### config.mk
export PLATFORM = sky130hd
export DESIGN_NAME = dcache_ctrl
export DESIGN_NICKNAME = d
export VERILOG_FILES = /design/src/rtl/dcache_ctrl.sv
export SDC_FILE = /design/constraint.sdc
export NUM_CORES = 2
export LEC_CHECK = 0
export BUFFER_PORTS_ARGS = -buffer_cell sky130_fd_sc_hd__clkbuf_2
export CORE_UTILIZATION = 55
export CTS_CLUSTER_SIZE = 28
export DETAILED_ROUTE_END_ITERATION = 7
export HOLD_SLACK_MARGIN = 0.05
export PLACE_DENSITY_LB_ADDON = 0.25
export SLEW_MARGIN = 10
export SYNTH_ARGS = -nofsm -noshare
export SYNTH_HDL_FRONTEND = slang
export SYNTH_SLANG_ARGS = --single-unit
### constraint.sdc
create_clock -name clk_i -period 14.1 [get_ports clk_i]
set_clock_uncertainty 0.15 [all_clocks]
set_input_delay 0 -clock clk_i [delete_from_list [all_inputs] [get_ports clk_i]]
set_output_delay 0 -clock clk_i [all_outputs]
set_load 0.1 [all_outputs]
### src/rtl/dcache_ctrl.sv
// rtl/dcache_ctrl.sv - direct-mapped write-back write-allocate L1 data cache controller
//
// Purpose:
//   MEM-stage data cache. Hits are served in the request cycle. A miss freezes
//   the pipeline through stall_o while the victim line is written back (if
//   dirty) and the requested line is refilled from line-wide backing memory.
//
// Ports:
//   clk_i, rst_i           clock, synchronous active-high reset
//   memRead_i, memWrite_i  load / store request from EX/MEM (write wins if both)
//   addr_i, wdata_i        byte address and store data
//   rdata_o                load data (0 unless the access is a read hit)
//   stall_o                pipeline freeze while a miss is outstanding
//   mem_enable_o           backing-memory request, held until mem_ack_i
//   mem_write_o            1 = line writeback, 0 = line refill
//   mem_addr_o             line address (low 4 bits zero)
//   mem_data_o             line being written back
//   mem_data_i             refill line
//   mem_ack_i              one-cycle completion pulse
module dcache_ctrl #(
  parameter int IDX_W = 4,
  parameter int TAG_W = 24
) (
  input  logic         clk_i,
  input  logic         rst_i,
  input  logic         memRead_i,
  input  logic         memWrite_i,
  input  logic [31:0]  addr_i,
  input  logic [31:0]  wdata_i,
  output logic [31:0]  rdata_o,
  output logic         stall_o,
  output logic         mem_enable_o,
  output logic         mem_write_o,
  output logic [31:0]  mem_addr_o,
  output logic [127:0] mem_data_o,
  input  logic [127:0] mem_data_i,
  input  logic         mem_ack_i
);

  localparam int LINES = 1 << IDX_W;

  typedef enum logic [1:0] {
    IDLE      = 2'd0,
    WRITEBACK = 2'd1,
    ALLOCATE  = 2'd2
  } state_t;

  state_t state;

  // Valid/dirty are reset; tag and data arrays deliberately are not.
  logic [LINES-1:0] validQ;
  logic [LINES-1:0] dirtyQ;
  logic [TAG_W-1:0] tagMem  [LINES];
  logic [127:0]     dataMem [LINES];

  logic [IDX_W-1:0] idx;
  logic [TAG_W-1:0] addrTag;
  logic [1:0]       wordSel;
  logic             req;
  logic             isWrite;
  logic             isRead;
  logic             hit;
  logic [1:0]       unusedAddrBits;

  assign idx            = addr_i[3+IDX_W:4];
  assign addrTag        = addr_i[31:4+IDX_W];
  assign wordSel        = addr_i[3:2];
  assign unusedAddrBits = addr_i[1:0];

  assign req     = memRead_i | memWrite_i;
  assign isWrite = memWrite_i;
  // A simultaneous read+write is a write, so it never returns load data.
  assign isRead  = memRead_i & ~memWrite_i;
  assign hit     = validQ[idx] & (tagMem[idx] == addrTag);

  // rdata_o and stall_o must react in the request cycle, so they are
  // decoded combinationally from the registered state.
  always_comb begin
    rdata_o = '0;
    stall_o = 1'b0;
    case (state)
      IDLE: begin
        if (req && !hit) stall_o = 1'b1;
        if (isRead && hit) rdata_o = dataMem[idx][{wordSel, 5'b0} +: 32];
      end
      WRITEBACK: stall_o = 1'b1;
      ALLOCATE:  stall_o = 1'b1;
      default:   stall_o = 1'b0;
    endcase
  end

  // Memory-side outputs are registered and only change on a state
  // transition, which keeps them stable from request until ack.
  always_ff @(posedge clk_i) begin
    if (rst_i) begin
      state        <= IDLE;
      validQ       <= '0;
      dirtyQ       <= '0;
      mem_enable_o <= 1'b0;
      mem_write_o  <= 1'b0;
      mem_addr_o   <= '0;
      mem_data_o   <= '0;
    end else begin
      case (state)
        IDLE: begin
          if (req) begin
            if (hit) begin
              if (isWrite) begin
                dataMem[idx][{wordSel, 5'b0} +: 32] <= wdata_i;
                dirtyQ[idx]                         <= 1'b1;
              end
            end else if (validQ[idx] && dirtyQ[idx]) begin
              state        <= WRITEBACK;
              mem_enable_o <= 1'b1;
              mem_write_o  <= 1'b1;
              mem_addr_o   <= {tagMem[idx], idx, 4'b0};
              mem_data_o   <= dataMem[idx];
            end else begin
              state        <= ALLOCATE;
              mem_enable_o <= 1'b1;
              mem_write_o  <= 1'b0;
              mem_addr_o   <= {addr_i[31:4], 4'b0};
              mem_data_o   <= '0;
            end
          end
        end

        WRITEBACK: begin
          // Moving to refill is a fresh request: enable stays high,
          // write drops and the address switches to the new line.
          if (mem_ack_i) begin
            dirtyQ[idx]  <= 1'b0;
            state        <= ALLOCATE;
            mem_enable_o <= 1'b1;
            mem_write_o  <= 1'b0;
            mem_addr_o   <= {addr_i[31:4], 4'b0};
            mem_data_o   <= '0;
          end
        end

        ALLOCATE: begin
          if (mem_ack_i) begin
            dataMem[idx] <= mem_data_i;
            tagMem[idx]  <= addrTag;
            validQ[idx]  <= 1'b1;
            dirtyQ[idx]  <= 1'b0;
            state        <= IDLE;
            mem_enable_o <= 1'b0;
            mem_write_o  <= 1'b0;
            mem_addr_o   <= '0;
            mem_data_o   <= '0;
          end
        end

        default: begin
          state        <= IDLE;
          mem_enable_o <= 1'b0;
          mem_write_o  <= 1'b0;
          mem_addr_o   <= '0;
          mem_data_o   <= '0;
        end
      endcase
    end
  end

endmodule

# ---- Word-level counts from Yosys, hierarchy flattened
# Memory sizes are Yosys's and may differ from the RTL's.
# Cells that the tools add are included.
dict set report totals {
  ram_bits 2432
  inputBits 197
  n_memories 2
  reg_bits 196
  wordCells 352
}
dict set report classes {
  reduce_logical 12
  n_lt_le_gt_ge 2
  shifts 3
  bitwise_logic 136
  muxes 179
  n_eq_ne 10
  addsub 1
}
# memory depth word_bits read_ports rd_ports_with_merged_regs wr line
set mem_list {}
lappend mem_list {dataMem 16 128 1 0 1 54} ;# logic [127:0] dataMem [LINES];
lappend mem_list {tagMem 16 24 1 0 1 53} ;# logic [TAG_W-1:0] tagMem [LINES];
# op n
set op_table {}
lappend op_table {{128-bit two-way mux} 5}
lappend op_table {{128-bit one-hot mux with 2 select lines} 1}
lappend op_table {{32-bit two-way mux} 7}
lappend op_table {{1-bit two-way mux} 148}
lappend op_table {{1-bit OR} 129}
lappend op_table {{32-bit by 9-bit variable shift with 128-bit output, first input constant} 1}
lappend op_table {{128-bit by 8-bit variable part select with 32-bit output} 1}
lappend op_table {{32-bit by 9-bit variable part select with 128-bit output} 1}
lappend op_table {{32-bit one-hot mux with 3 select lines} 1}
lappend op_table {{16-bit two-way mux} 4}
lappend op_table {{16-bit OR} 2}
lappend op_table {{16-bit one-hot mux with 2 select lines} 1}
lappend op_table {{24-bit equality test} 1}
lappend op_table {{16-bit bitwise AND} 1}
lappend op_table {{16-bit NOT} 1}
lappend op_table {{2-bit inequality test, second input constant} 6}
lappend op_table {{2-bit two-way mux} 5}
lappend op_table {{7-bit negation with 9-bit output} 1}
lappend op_table {{1-bit binary-select mux with 4-bit select} 2}
lappend op_table {{2-bit one-hot mux with 3 select lines} 1}
lappend op_table {{4-bit by 5-bit less-than comparator with 1-bit output, second input constant} 1}
lappend op_table {{5-bit AND reduction} 1}
lappend op_table {{1-bit demux with 4-bit select} 1}
lappend op_table {{4-bit by 1-bit >= comparator with 1-bit output, second input constant} 1}
lappend op_table {{15 further kinds} 20}

# ---- Depth between registers and ports, before layout
dict set report logic_depth {
  depth_word 9
  ltp_mapped 18
}

# ---- Least setup slack after synthesis
# No wires, ideal clock.
dict set report synth_path {
  path_type {input port to flip-flop}
  startpoint {in addr_i[4]}
  endpoint {mem dataMem[10][0] (enable)}
  path_stages 13
  setup_ns 0.432
  t_required_ns 13.518
  slack_ns 8.828
  arrival_time_ns 4.691
  cell_sequence {buf_4 buf_6 buf_6 mux4_2 mux4_2 xnor2_2 nand4b_1 nor4b_2 nand4_1 nor3_4 nand4_4 buf_2 a21oi_1}
}
dict set report synth_between {
  elab_chain_cells 9
  elab_cells_between_ends 11
}
# element line
set synth_lines {}
lappend synth_lines {{start: declaration} 28} ;# input logic [31:0] addr_i,
lappend synth_lines {{memory 16 x 24 bit / 1-bit binary-select mux with 4-bit select (equally long branches)} --}
lappend synth_lines {{24-bit equality test / 1-bit two-way mux (equally long branches)} 74} ;# assign hit = validQ[idx] & (tagMem[idx] == addrTag);
lappend synth_lines {{1-bit bitwise AND} 74}
lappend synth_lines {{1-bit two-way mux} 107} ;# if (hit) begin
lappend synth_lines {{1-bit two-way mux} 106} ;# if (req) begin
lappend synth_lines {{1-bit two-way mux} 104} ;# case (state)
lappend synth_lines {{1-bit two-way mux} 95} ;# if (rst_i) begin
lappend synth_lines {{128-bit two-way mux (implied by the code)} 109} ;# dataMem[idx][{wordSel, 5'b0} +: 32] <= wdata_i;
lappend synth_lines {{1-bit OR (no source line)} --}
lappend synth_lines {{end: declaration} 54}
# Parallel ways exist; a longest one is shown, timed or not. The select of a mux whose other input is x is not followed.

# ---- Worst setup path in the final report
dict set report layout_path {
  startpoint {in addr_i[5]}
  endpoint {out rdata_o[25]}
}
dict set report layout_between {
  elab_chain_cells 6
  elab_cells_between_ends 10
}
# element line
set layout_lines {}
lappend layout_lines {{branches (longest 4 deep; another with memory 16 x 128 bit)} --}
lappend layout_lines {{32-bit two-way mux (*)} 84} ;# if (isRead && hit) rdata_o = dataMem[idx][{wordSel, 5'b0} +: 32];
lappend layout_lines {{32-bit two-way mux (*)} 81} ;# case (state)
lappend layout_lines {{end: declaration} 30} ;# output logic [31:0] rdata_o,
# Every way passes the cells marked *. The select of a mux whose other input is x is not followed.

==> parameters.txt <==
Parameter                              Value

Outcome
  Result of the run ... completed

Setup path
  Worst setup path startpoint ... addr_i[5]
  Crit-path most repeated cell ... buf_4
  Critical Setup Path Class ... primary input to primary output
  Maximum fanout along the worst path ... 75
  WP depth ... 11
  Worst Setup EP ... rdata_o[25]
  CP Launch Type ... primary input
  Critical Path Sink Type ... primary output
  Data arrival time of the worst path ... 6.90 ns
  Slowest cell delay on critical path ... between 0.8 and 0.9 ns
  Register-to-Register Path Depth ... 11
  Cell at the slowest stage of the critical path ... buf_4
  Top delay family on crit path ... buffers and inverters
  Number of buffer and inverter stages on the critical path ... 7
  Origin of the critical flop-to-flop path ... tagMem[15][6]$_DFFE_PP_
  Critical register-to-register path endpoint ... dataMem[10][108]$_DFFE_PP_
  Reg-to-reg slack, setup ... 8.22 ns
  Req. time, crit path ... between 10 and 15 ns
  Critical path, cell by cell ... dlygate4sd3_1 > buf_8 > buf_4 > buf_4 > buf_4 > buf_4 > mux4_2 > mux4_2 > mux4_2 > nor2b_1 > clkbuf_2

Detailed routing
  Remaining number of nets flagged by the antenna check after routing ... 0
  # DRC ... 0
  Via/cell ratio ... 6.69
  Routed Wire Length ... 301000 um
  Detail-routed net length per standard cell ... 35.6 um
  Starting DRC count in detailed routing ... 7967
  DR vias ... ~57000
  Number of iterations in the first detailed-routing pass ... 6

Die
  Placeable core area ... 186000 um^2
  Vertical die dimension ... 436 um
  Total die area ... 190000 um^2
  Effective utilization at floorplan ... 55.6%
  Number of rows in the core area ... roughly 160
  Ports placed on the boundary ... 392
  Chip width ... 436 um

STA
  Setup TNS Final ... 0 ns
  Worst slew slack as a fraction of its limit ... 17.4%
  Final worst path period share ... 50.0%
  Final critical delay including setup and external delays ... around 7.1 ns
  Crit path setup slack, layout ... 7.05 ns
  Timing-limited maximum frequency ... 142 MHz
  Final-report max-slew violation count ... 0
  Worst-margin pin slew ... 1.24 ns
  Setup violators final ... 0
  Count of final hold-check violations ... 0
  Setup repair after global routing missed its margin ... false

Finish
  Post-synthesis to final-layout area growth ... 16.4%
  Area taken by multi-input logic gates ... 25200 um^2
  Most frequent standard cell in the layout excluding fill and tap cells ... edfxtp_1
  Fraction of final layout cells with drive strength greater than 1 ... 29.5%
  Leading cell types in the layout, fill and taps excluded ... edfxtp_1 (2432), mux4_2 (748), clkbuf_2 (382)
  Number of nets in the layout ... about 6000
  Total of fill cells in the finished design ... 12200
  Area taken by flip-flops and latches ... 76900 um^2
  Core Util, Final ... 64.7%

Logic synthesis
  Async set or reset register ratio after synthesis ... 0%
  Prevailing post-synth register cell ... edfxtp_1
  Number of synthesized flops with an enable pin ... about 2400
  Cell types with the largest area share after synthesis ... edfxtp_1 (71%), mux4_2 (16%), dfxtp_1 (3.7%)
  Ys Warns ... 0
  Number of cells produced by synthesis ... 5024
  Proportion of synthesized chip area in sequential cells ... 74.2%
  Dominant cell type by area after synthesis ... edfxtp_1
  Post-synthesis cell area ... 104000 um^2
  Synthesized area divided by synthesized cell count ... 20.6 um^2
  Number of synthesized register bits ... 2624
  Distinct cell type count of the synthesized netlist ... 69
  Area fraction of the dominant cell type after synthesis ... 70.5%

Power and ir drop
  Power density over the cells ... 141 nW/um^2
  Leak ... 39.3 nW
  Worst voltage drop across the vdd grid ... 0.000146 V

GRT
  Overall fraction of global-route tracks in use ... 31.8%
  Maximum number of pins on one net before global-route repair ... 103
  Number of global-route vias before repair ... 55800
  Initial antenna violation count ... 38
  Global-route wire length before repair ... 419000 um
  GR Overflow Total ... 0

Clock network
  Clock latency at the later pin of the worst-skew pair ... 0.93 ns
  Setup repair bufs after CTS ... 0
  Clock sink count ... 2624
  Number of buffers between clock root and the deepest sink ... 4
  Clock transition at the register clock pins on the worst setup and hold paths after CTS ... 0.06 ns
  CTS H-Tree Depth ... 5
  Clock tree root buffer cell ... clkbuf_16
  CTS tree ... done
  Number of buffers created by CTS ... 282

Worst hold path
  Classification of the worst-slack hold path ... primary input to register

Place
  Final estimated routing congestion in global placement ... 0.915
  Detailed placement HPWL ... about 170000 um
  Pre-CTS setup slack ... roughly 7.3 ns
  PortBufs ... 385

Run
  Maximum capacitance violations ... 0
## cells in the mapped netlist, drive strengths merged (14+ instances only)
library cell / instances
a21o: 19
nand3: 46
a22oi: 27
nand2: 124
edfxtp: 2432
xnor2: 14
mux2: 14
o21ai: 29
mux2i: 104
dfxtp: 192
nor3: 34
inv: 292
o32ai: 130
buf: 118
nand2b: 34
a21oi: 77
mux4: 748
a22o: 146
clkbuf: 202
o22ai: 24
nor2b: 61
nor2: 45
## through the flow
step | instance area (um^2) | instances | hold slack (ns) | total power, mW
2_1_floorplan | 104000 | 5027 | -0.0511 | 9.43
3_3_place_gp | 109000 | 7691 | 0.286 | 9.87
3_5_place_dp | 109000 | 7691 | 0.296 | 9.89
4_1_cts | 120000 | 8415 | 0.0561 | 17.0
5_1_grt | 121000 | 8428 | 0.0828 | 17.3
6_report | 121000 | 8450 | 0.100 | 17.0
## per-layer routing
layer	GRT usage [%]	up-vias	part of all wire (%)
li1	-	22300	-
met1	41.1	29600	35
met2	47.9	3849	46
met3	7.60	814	11
met4	22.0	16	8.1
met5	0	-	0.039
## power by group
| group | internal, mW | switching, mW | total, mW |
|---|---|---|---|
| Sequential | 8.57 | 0.0131 | 8.58 |
| Clock | 4.24 | 2.91 | 7.16 |
| Combinational | 0.408 | 0.824 | 1.23 |
| Total | 13.2 | 3.75 | 17.0 |
## layout make-up
type	instances	share of cell area (%)
diodes	35	0.0727
clock buffers	356	6.33
clock inverters	111	0.950
inverters	295	0.925
multi-input cells	1788	20.9
flip-flops and latches	2624	63.8
well taps	2480	2.57
repair buffers	761	4.52
## how the worst min path moves through the flow
| stage | to | startpoint | slack, ns | cells after the start |
|---|---|---|---|---|
| 2_1_floorplan | tagMem[0][0]$_DFFE_PP_ | addr_i[8] | -0.05 | 0 |
| 3_3_place_gp | tagMem[7][2]$_DFFE_PP_ | addr_i[10] | 0.29 | 1 |
| 3_5_place_dp | mem_data_o[102]$_SDFFE_PP0P_ | mem_data_o[102]$_SDFFE_PP0P_ | 0.30 | 2 |
| 4_1_cts | mem_addr_o[26]$_SDFFE_PP0P_ | addr_i[26] | 0.06 | 5 |
| 5_1_grt | dataMem[11][9]$_DFFE_PP_ | wdata_i[9] | 0.08 | 2 |
| 6_report | dataMem[14][121]$_DFFE_PP_ | addr_i[3] | 0.10 | 4 |
## logic make-up (layout without fill, tap and decap cells)
family	after synthesis	count (layout)	synth area share, %
multiplexers	866	866	17.4
buffers and inverters	615	1523	2.38
AO/OA/AOI/OAI	495	495	3.69
XOR/XNOR	18	18	0.160
other	1	39	0.00362
AND/OR/NAND/NOR	396	396	1.99
adder cells (fa/ha/maj)	9	9	0.109
flip-flops	2624	2624	74.2
## worst min-delay path, stage by stage
cell	delay, ns
clkbuf_2	0.12
ha_1	0.22
nand4_4	0.39
a21oi_4	0.25
## what timing repair did
action / in CTS / in global routing
hold endpoints to repair: 2554 / 0
hold buffers: 257 / 0
resized for setup: 0 / 0
## state kept, by name (all words and copies together), names as in the netlist, named ones only
name,count
dataMem,2048
tagMem,384
mem_data_o,128
mem_addr_o,28
validQ,16
state,2
mem_enable_o,1
mem_write_o,1
Power figures use the tool's default switching activity.
